$ cat config.mk
export PLATFORM = sky130hd
export DESIGN_NAME = atm_ledger_arbiter
export DESIGN_NICKNAME = d
export VERILOG_FILES = /design/src/rtl/atm_pkg.sv /design/src/rtl/atm_rr_arbiter.sv /design/src/rtl/atm_ledger_arbiter.sv
export SDC_FILE = /design/constraint.sdc
export NUM_CORES = 1
export LEC_CHECK = 0
export ABC_AREA = 1
export BUFFER_PORTS_ARGS = -buffer_cell sky130_fd_sc_hd__buf_2
export CORE_MARGIN = 4
export CORE_UTILIZATION = 50
export DETAILED_ROUTE_END_ITERATION = 16
export GPL_TIMING_DRIVEN = 0
export PLACE_DENSITY = 0.77
export SLEW_MARGIN = 10
export SYNTH_ARGS = -nofsm -noshare
export SYNTH_HDL_FRONTEND = slang
export SYNTH_SLANG_ARGS = --single-unit
$ cat constraint.sdc
create_clock -name clk -period 7.8 [get_ports clk]
set_clock_uncertainty 0.15 [all_clocks]
set_input_delay 1.56 -clock clk [delete_from_list [all_inputs] [get_ports clk]]
set_output_delay 1.56 -clock clk [all_outputs]
set_load 0.05 [all_outputs]
$ cat src/rtl/atm_pkg.sv
// Shared types for the ATM ledger arbiter: opcodes, completion status and FSM states.
package atm_pkg;

  typedef enum logic [1:0] {
    OP_BAL = 2'b00,
    OP_WDR = 2'b01,
    OP_DEP = 2'b10,
    OP_XFR = 2'b11
  } op_e;

  typedef enum logic [1:0] {
    ST_OK  = 2'b00,
    ST_NSF = 2'b01,
    ST_OVF = 2'b10,
    ST_TMO = 2'b11
  } status_e;

  typedef enum logic [1:0] {
    IDLE = 2'b00,
    EXEC = 2'b01,
    XFER = 2'b10,
    RESP = 2'b11
  } state_e;

endpackage

$ cat src/rtl/atm_rr_arbiter.sv
// Combinational round-robin pick: first requester at or after the pointer, wrapping.
module atm_rr_arbiter
  import atm_pkg::*;
#(
  parameter int unsigned N_REQ = 4
) (
  input  logic [N_REQ-1:0]         req,
  input  logic [$clog2(N_REQ)-1:0] ptr,
  output logic [N_REQ-1:0]         winner,
  output logic [$clog2(N_REQ)-1:0] idx
);

  localparam int unsigned IDX_W = $clog2(N_REQ);

  logic             found;
  logic [IDX_W-1:0] cand;

  // Scan N_REQ positions starting at ptr; the first set request wins.
  always_comb begin
    winner = '0;
    idx    = '0;
    found  = 1'b0;
    cand   = '0;
    for (int unsigned i = 0; i < N_REQ; i++) begin
      cand = IDX_W'((32'(ptr) + i) % N_REQ);
      if (!found && req[cand]) begin
        found        = 1'b1;
        winner[cand] = 1'b1;
        idx          = cand;
      end
    end
  end

endmodule

$ cat src/rtl/atm_ledger_arbiter.sv
// Shared account-balance ledger: round-robin access for N_REQ terminals, one atomic
// read-modify-write transaction at a time, transfers handed to the interbank link.
module atm_ledger_arbiter
  import atm_pkg::*;
#(
  parameter int unsigned       N_REQ        = 4,
  parameter int unsigned       AMT_W        = 32,
  parameter logic [AMT_W-1:0]  INIT_BALANCE = 32'h000186A0,
  parameter int unsigned       XFER_TIMEOUT = 16
) (
  input  logic                    clk,
  input  logic                    reset,
  input  logic [N_REQ-1:0]        req,
  input  logic [2*N_REQ-1:0]      op,
  input  logic [AMT_W*N_REQ-1:0]  amount,
  output logic [N_REQ-1:0]        gnt,
  output logic                    done,
  output logic [1:0]              status,
  output logic [AMT_W-1:0]        balance_out,
  output logic                    xfer_valid,
  output logic [AMT_W-1:0]        xfer_amount,
  input  logic                    xfer_ready
);

  localparam int unsigned IDX_W = $clog2(N_REQ);
  localparam int unsigned CNT_W = (XFER_TIMEOUT > 1) ? $clog2(XFER_TIMEOUT) : 1;

  state_e             state_q,     state_d;
  logic [AMT_W-1:0]   balance_q,   balance_d;
  logic [IDX_W-1:0]   ptr_q,       ptr_d;
  logic [IDX_W-1:0]   idx_q,       idx_d;
  op_e                op_q,        op_d;
  logic [AMT_W-1:0]   amt_q,       amt_d;
  logic [N_REQ-1:0]   gnt_q,       gnt_d;
  logic               done_q,      done_d;
  status_e            status_q,    status_d;
  logic [AMT_W-1:0]   bal_out_q,   bal_out_d;
  logic               xv_q,        xv_d;
  logic [AMT_W-1:0]   xa_q,        xa_d;
  logic [CNT_W-1:0]   cnt_q,       cnt_d;

  logic [1:0]         op_arr  [N_REQ];
  logic [AMT_W-1:0]   amt_arr [N_REQ];
  logic [N_REQ-1:0]   win_onehot;
  logic [IDX_W-1:0]   win_idx;
  logic [AMT_W:0]     dep_sum;

  atm_rr_arbiter #(.N_REQ(N_REQ)) u_rr (
    .req    (req),
    .ptr    (ptr_q),
    .winner (win_onehot),
    .idx    (win_idx)
  );

  // Split the flat per-terminal buses into indexable arrays.
  always_comb begin
    for (int unsigned i = 0; i < N_REQ; i++) begin
      op_arr[i]  = op[2*i +: 2];
      amt_arr[i] = amount[AMT_W*i +: AMT_W];
    end
  end

  assign dep_sum = {1'b0, balance_q} + {1'b0, amt_q};

  // Next-state logic for the transaction FSM, ledger and registered outputs.
  always_comb begin
    state_d   = state_q;
    balance_d = balance_q;
    ptr_d     = ptr_q;
    idx_d     = idx_q;
    op_d      = op_q;
    amt_d     = amt_q;
    gnt_d     = gnt_q;
    done_d    = 1'b0;
    status_d  = status_q;
    bal_out_d = bal_out_q;
    xv_d      = xv_q;
    xa_d      = xa_q;
    cnt_d     = cnt_q;

    unique case (state_q)
      IDLE: begin
        gnt_d = '0;
        if (|req) begin
          idx_d   = win_idx;
          op_d    = op_e'(op_arr[win_idx]);
          amt_d   = amt_arr[win_idx];
          gnt_d   = win_onehot;
          state_d = EXEC;
        end
      end
      EXEC: begin
        state_d = RESP;
        done_d  = 1'b1;
        unique case (op_q)
          OP_BAL: status_d = ST_OK;
          OP_WDR: begin
            if (amt_q <= balance_q) begin
              balance_d = balance_q - amt_q;
              status_d  = ST_OK;
            end else begin
              status_d  = ST_NSF;
            end
          end
          OP_DEP: begin
            if (dep_sum[AMT_W]) begin
              status_d  = ST_OVF;
            end else begin
              balance_d = dep_sum[AMT_W-1:0];
              status_d  = ST_OK;
            end
          end
          OP_XFR: begin
            if (amt_q > balance_q) begin
              status_d = ST_NSF;
            end else begin
              state_d = XFER;
              done_d  = 1'b0;
              xv_d    = 1'b1;
              xa_d    = amt_q;
              cnt_d   = '0;
            end
          end
        endcase
      end
      XFER: begin
        // Acceptance takes priority, so ready on the final counted cycle still debits.
        if (xfer_ready) begin
          balance_d = balance_q - amt_q;
          status_d  = ST_OK;
          xv_d      = 1'b0;
          done_d    = 1'b1;
          state_d   = RESP;
        end else if (cnt_q == CNT_W'(XFER_TIMEOUT - 1)) begin
          status_d  = ST_TMO;
          xv_d      = 1'b0;
          done_d    = 1'b1;
          state_d   = RESP;
        end else begin
          cnt_d     = cnt_q + 1'b1;
        end
      end
      RESP: begin
        gnt_d   = '0;
        ptr_d   = (idx_q == IDX_W'(N_REQ - 1)) ? '0 : idx_q + 1'b1;
        state_d = IDLE;
      end
      default: state_d = IDLE;
    endcase

    if (done_d) begin
      bal_out_d = balance_d;
    end
  end

  // State and output registers; reset aborts any transaction and reloads the balance.
  always_ff @(posedge clk or negedge reset) begin
    if (!reset) begin
      state_q   <= IDLE;
      balance_q <= INIT_BALANCE;
      ptr_q     <= '0;
      idx_q     <= '0;
      op_q      <= OP_BAL;
      amt_q     <= '0;
      gnt_q     <= '0;
      done_q    <= 1'b0;
      status_q  <= ST_OK;
      bal_out_q <= INIT_BALANCE;
      xv_q      <= 1'b0;
      xa_q      <= '0;
      cnt_q     <= '0;
    end else begin
      state_q   <= state_d;
      balance_q <= balance_d;
      ptr_q     <= ptr_d;
      idx_q     <= idx_d;
      op_q      <= op_d;
      amt_q     <= amt_d;
      gnt_q     <= gnt_d;
      done_q    <= done_d;
      status_q  <= status_d;
      bal_out_q <= bal_out_d;
      xv_q      <= xv_d;
      xa_q      <= xa_d;
      cnt_q     <= cnt_d;
    end
  end

  assign gnt         = gnt_q;
  assign done        = done_q;
  assign status      = status_q;
  assign balance_out = bal_out_q;
  assign xfer_valid  = xv_q;
  assign xfer_amount = xa_q;

endmodule

==> metrics.txt <==
status finished, final reports clean; first drt pass iteration count 6; fin nets 2687; maxcap violations 0; CTS Buf Count 17; clk sink count 148; CP startpoint xfer_ready; H-tree levels 4; slowest stage cell, crit path clkinv_1; Post-Syn Area 13900 sq um; pins over their slew limit 0; Post-DP HPWL 42200 um; I/O pins 215; Routed wire per std cell 18.5 um; CP bufs+invs 5; met3 Usage GRT 7.12%; largest net degree at the start of global routing 93; global routing's busiest layer met2; synth unique cells 53; number of global-route vias before repair 14300; Mapped Cells 2226; Residual DRC 0; achievable frequency 269 MHz; CP Launch Type input port; 1st-iter DRT viols 1424; most frequent CP cell inv_1; Setup crit end kind flop; Initial Util 51.3%; Critical Path RT 8.03 ns; P&R area growth vs syn 15.8%; fin crit share 47.7%; async set-or-reset flop fraction in the synthesized netlist 100%; RSZ-0062 raised after global routing no; Finished Layout Cells 2845; Clk Latency, worst-skew pair 0.45 ns; Setup Buffers After CTS 0; global routing usage on met1 46.5%; Clock Path Buffers 2; initial antenna violation count 2; FP Rows 60; # setup viols final 0; worst endpoint data arrival time 3.95 ns; DP Area 15500 sq um; first-pass GRT wire length 79700 um; slew margin rel. 31.0%; EDFF count, synth 0; vias per std cell 5.34; die area 30600 sq um; die height 175 um; net count after synthesis 2453; flops & latches, synth 148; HP Start balance_out[7]; TritonCTS clock tree done; GPL Wtd Cong 1.01; crit path time final 3.72 ns; Tightest Hold Check Type reg -> reg; die span in x 175 um; GRT met2 Usage 52.9%; share of layout cells above drive strength 1 17.1%; sequential area share after synthesis 26.7%; drt total wl 52700 um; Remaining Overflow, GRT 0; Crit Path Max Fanout 10; root buf cell clkbuf_16; dominant synthesized flop cell dfrtp_1; TNS Setup 0 ns; via count 15200; Largest stage delay, worst path 0.60 ns; antenna viol nets, final 0; Port Buffers 214; finished layout cell area 16100 sq um; Post-CTS Resized 0; post-synthesis average cell area 6.26 sq um; Largest delay share family, worst path buffers and inverters; diodes inserted 0; crit path kind in -> reg; Fin. Hold Viols 0; post-layout util 59.4%; worst reg2reg startpoint balance_q[0]; worst path cell trace buf_2 -> nor2_2 -> clkinv_1 -> clkbuf_1 -> o211ai_1 -> inv_1 -> nand3_1 -> nand2_1 -> inv_1; placed insts 2813; YS warnings 0; Total Routing Usage GR 33.6%; core footprint 27200 sq um; clk slew on worst S/H paths 0.09 ns; # hold bufs at CTS 0; worst slew pin tran 1.04 ns
per-stage QoR:
step | worst slack [ns] | hold slack [ns]
after global placement | 2.83 | 0.303
after CTS | 4.23 | 0.320
after floorplan | 4.67 | 0.307
after detailed placement | 3.76 | 0.307
after global routing | 4.05 | 0.328
final | 4.08 | 0.316
synthesized netlist by cell type, types with 16 or more instances:
cell / number / area (sq um)
buf_4: 20 / 150
nor2_1: 242 / 908
nand2_1: 750 / 2820
nand3_1: 67 / 335
ha_1: 82 / 1030
or2_1: 24 / 150
o22ai_1: 19 / 119
buf_6: 16 / 180
o21ai_1: 49 / 245
buf_2: 25 / 125
dfrtp_1: 136 / 3400
a31oi_1: 20 / 125
xor2_1: 30 / 263
inv_1: 354 / 1330
nand2_2: 24 / 150
o21ai_0: 98 / 490
clkbuf_1: 23 / 86.3
o211ai_1: 25 / 188
nand3_2: 22 / 220
a21oi_1: 52 / 260
cell type report:
class                      count  area [sq um]
sequential                   148          3720
timing repair buffer         215          1110
multi-input combinational   1610          8170
buffer                        93           633
clock buffer                  18           429
clock inverter                14           194
fill                        2705         11000
tap                          372           465
inverter                     375          1410
layout by cell type, fill, tap and decap left out, types with 12 or more instances in the layout:
master       n
a31oi_1     20
nor3_1      15
o22ai_1     19
buf_4       20
buf_6       16
o21ai_0     98
a22oi_1     12
dfstp_2     12
o21ai_1     49
dfrtp_1    136
inv_2       15
nand3_2     22
clkbuf_1    24
o211ai_1    25
nand2_2     24
nor2_1     242
inv_1      354
buf_2      238
xor2_1      30
nand2_1    750
clkbuf_16   17
ha_1        82
or2_1       24
a21oi_1     52
nand3_1     67
worst reg2reg max path, delay by kind of cell, from the launching register on:
family,cells,cell delay (ns)
adders and majority gates,2,0.66
and+or+nand+nor,16,1.48
DFF,1,0.41
buffers and inverters,6,0.73
cells by family after synthesis:
group                      share of synthesized area (%)
adders and majority gates                           7.65
and+or+nand+nor                                     35.5
AOI/OAI and AO/OA                                   13.5
xor gates and xnor gates                            2.01
DFF                                                 26.7
buffers and inverters                               14.7
state kept, by name, summed over array words and instances (netlist names), 4 cells and up:
signal       cells
gnt              4
amt_q           32
xfer_amount     32
balance_out     32
balance_q       32
cnt_q            4
routing by layer:
| layer | up-vias | wire length [um] |
|---|---|---|
| met4 | 0 | 1730 |
| met2 | 745 | 22900 |
| met5 | - | 0 |
| met1 | 7006 | 22700 |
| met3 | 104 | 5370 |
| li1 | 7345 | - |
worst paths after layout:
kind / depth (start not counted) / slack [ns] / endpoint
setup / recovery: 9 / 4.08 / balance_out[9]
hold / removal: 2 / 0.32 / balance_out[7]
setup reg to reg: 24 / 4.33 / balance_out[25]
hold reg to reg: 2 / 0.32 / balance_out[7]
max in group asynchronous: 2 / 5.77 / balance_out[16]
min in group asynchronous: 1 / 0.87 / xfer_amount[0]
Power is not shown: default switching activity piles up to over one toggle a cycle in this logic, so the estimate is an artifact.
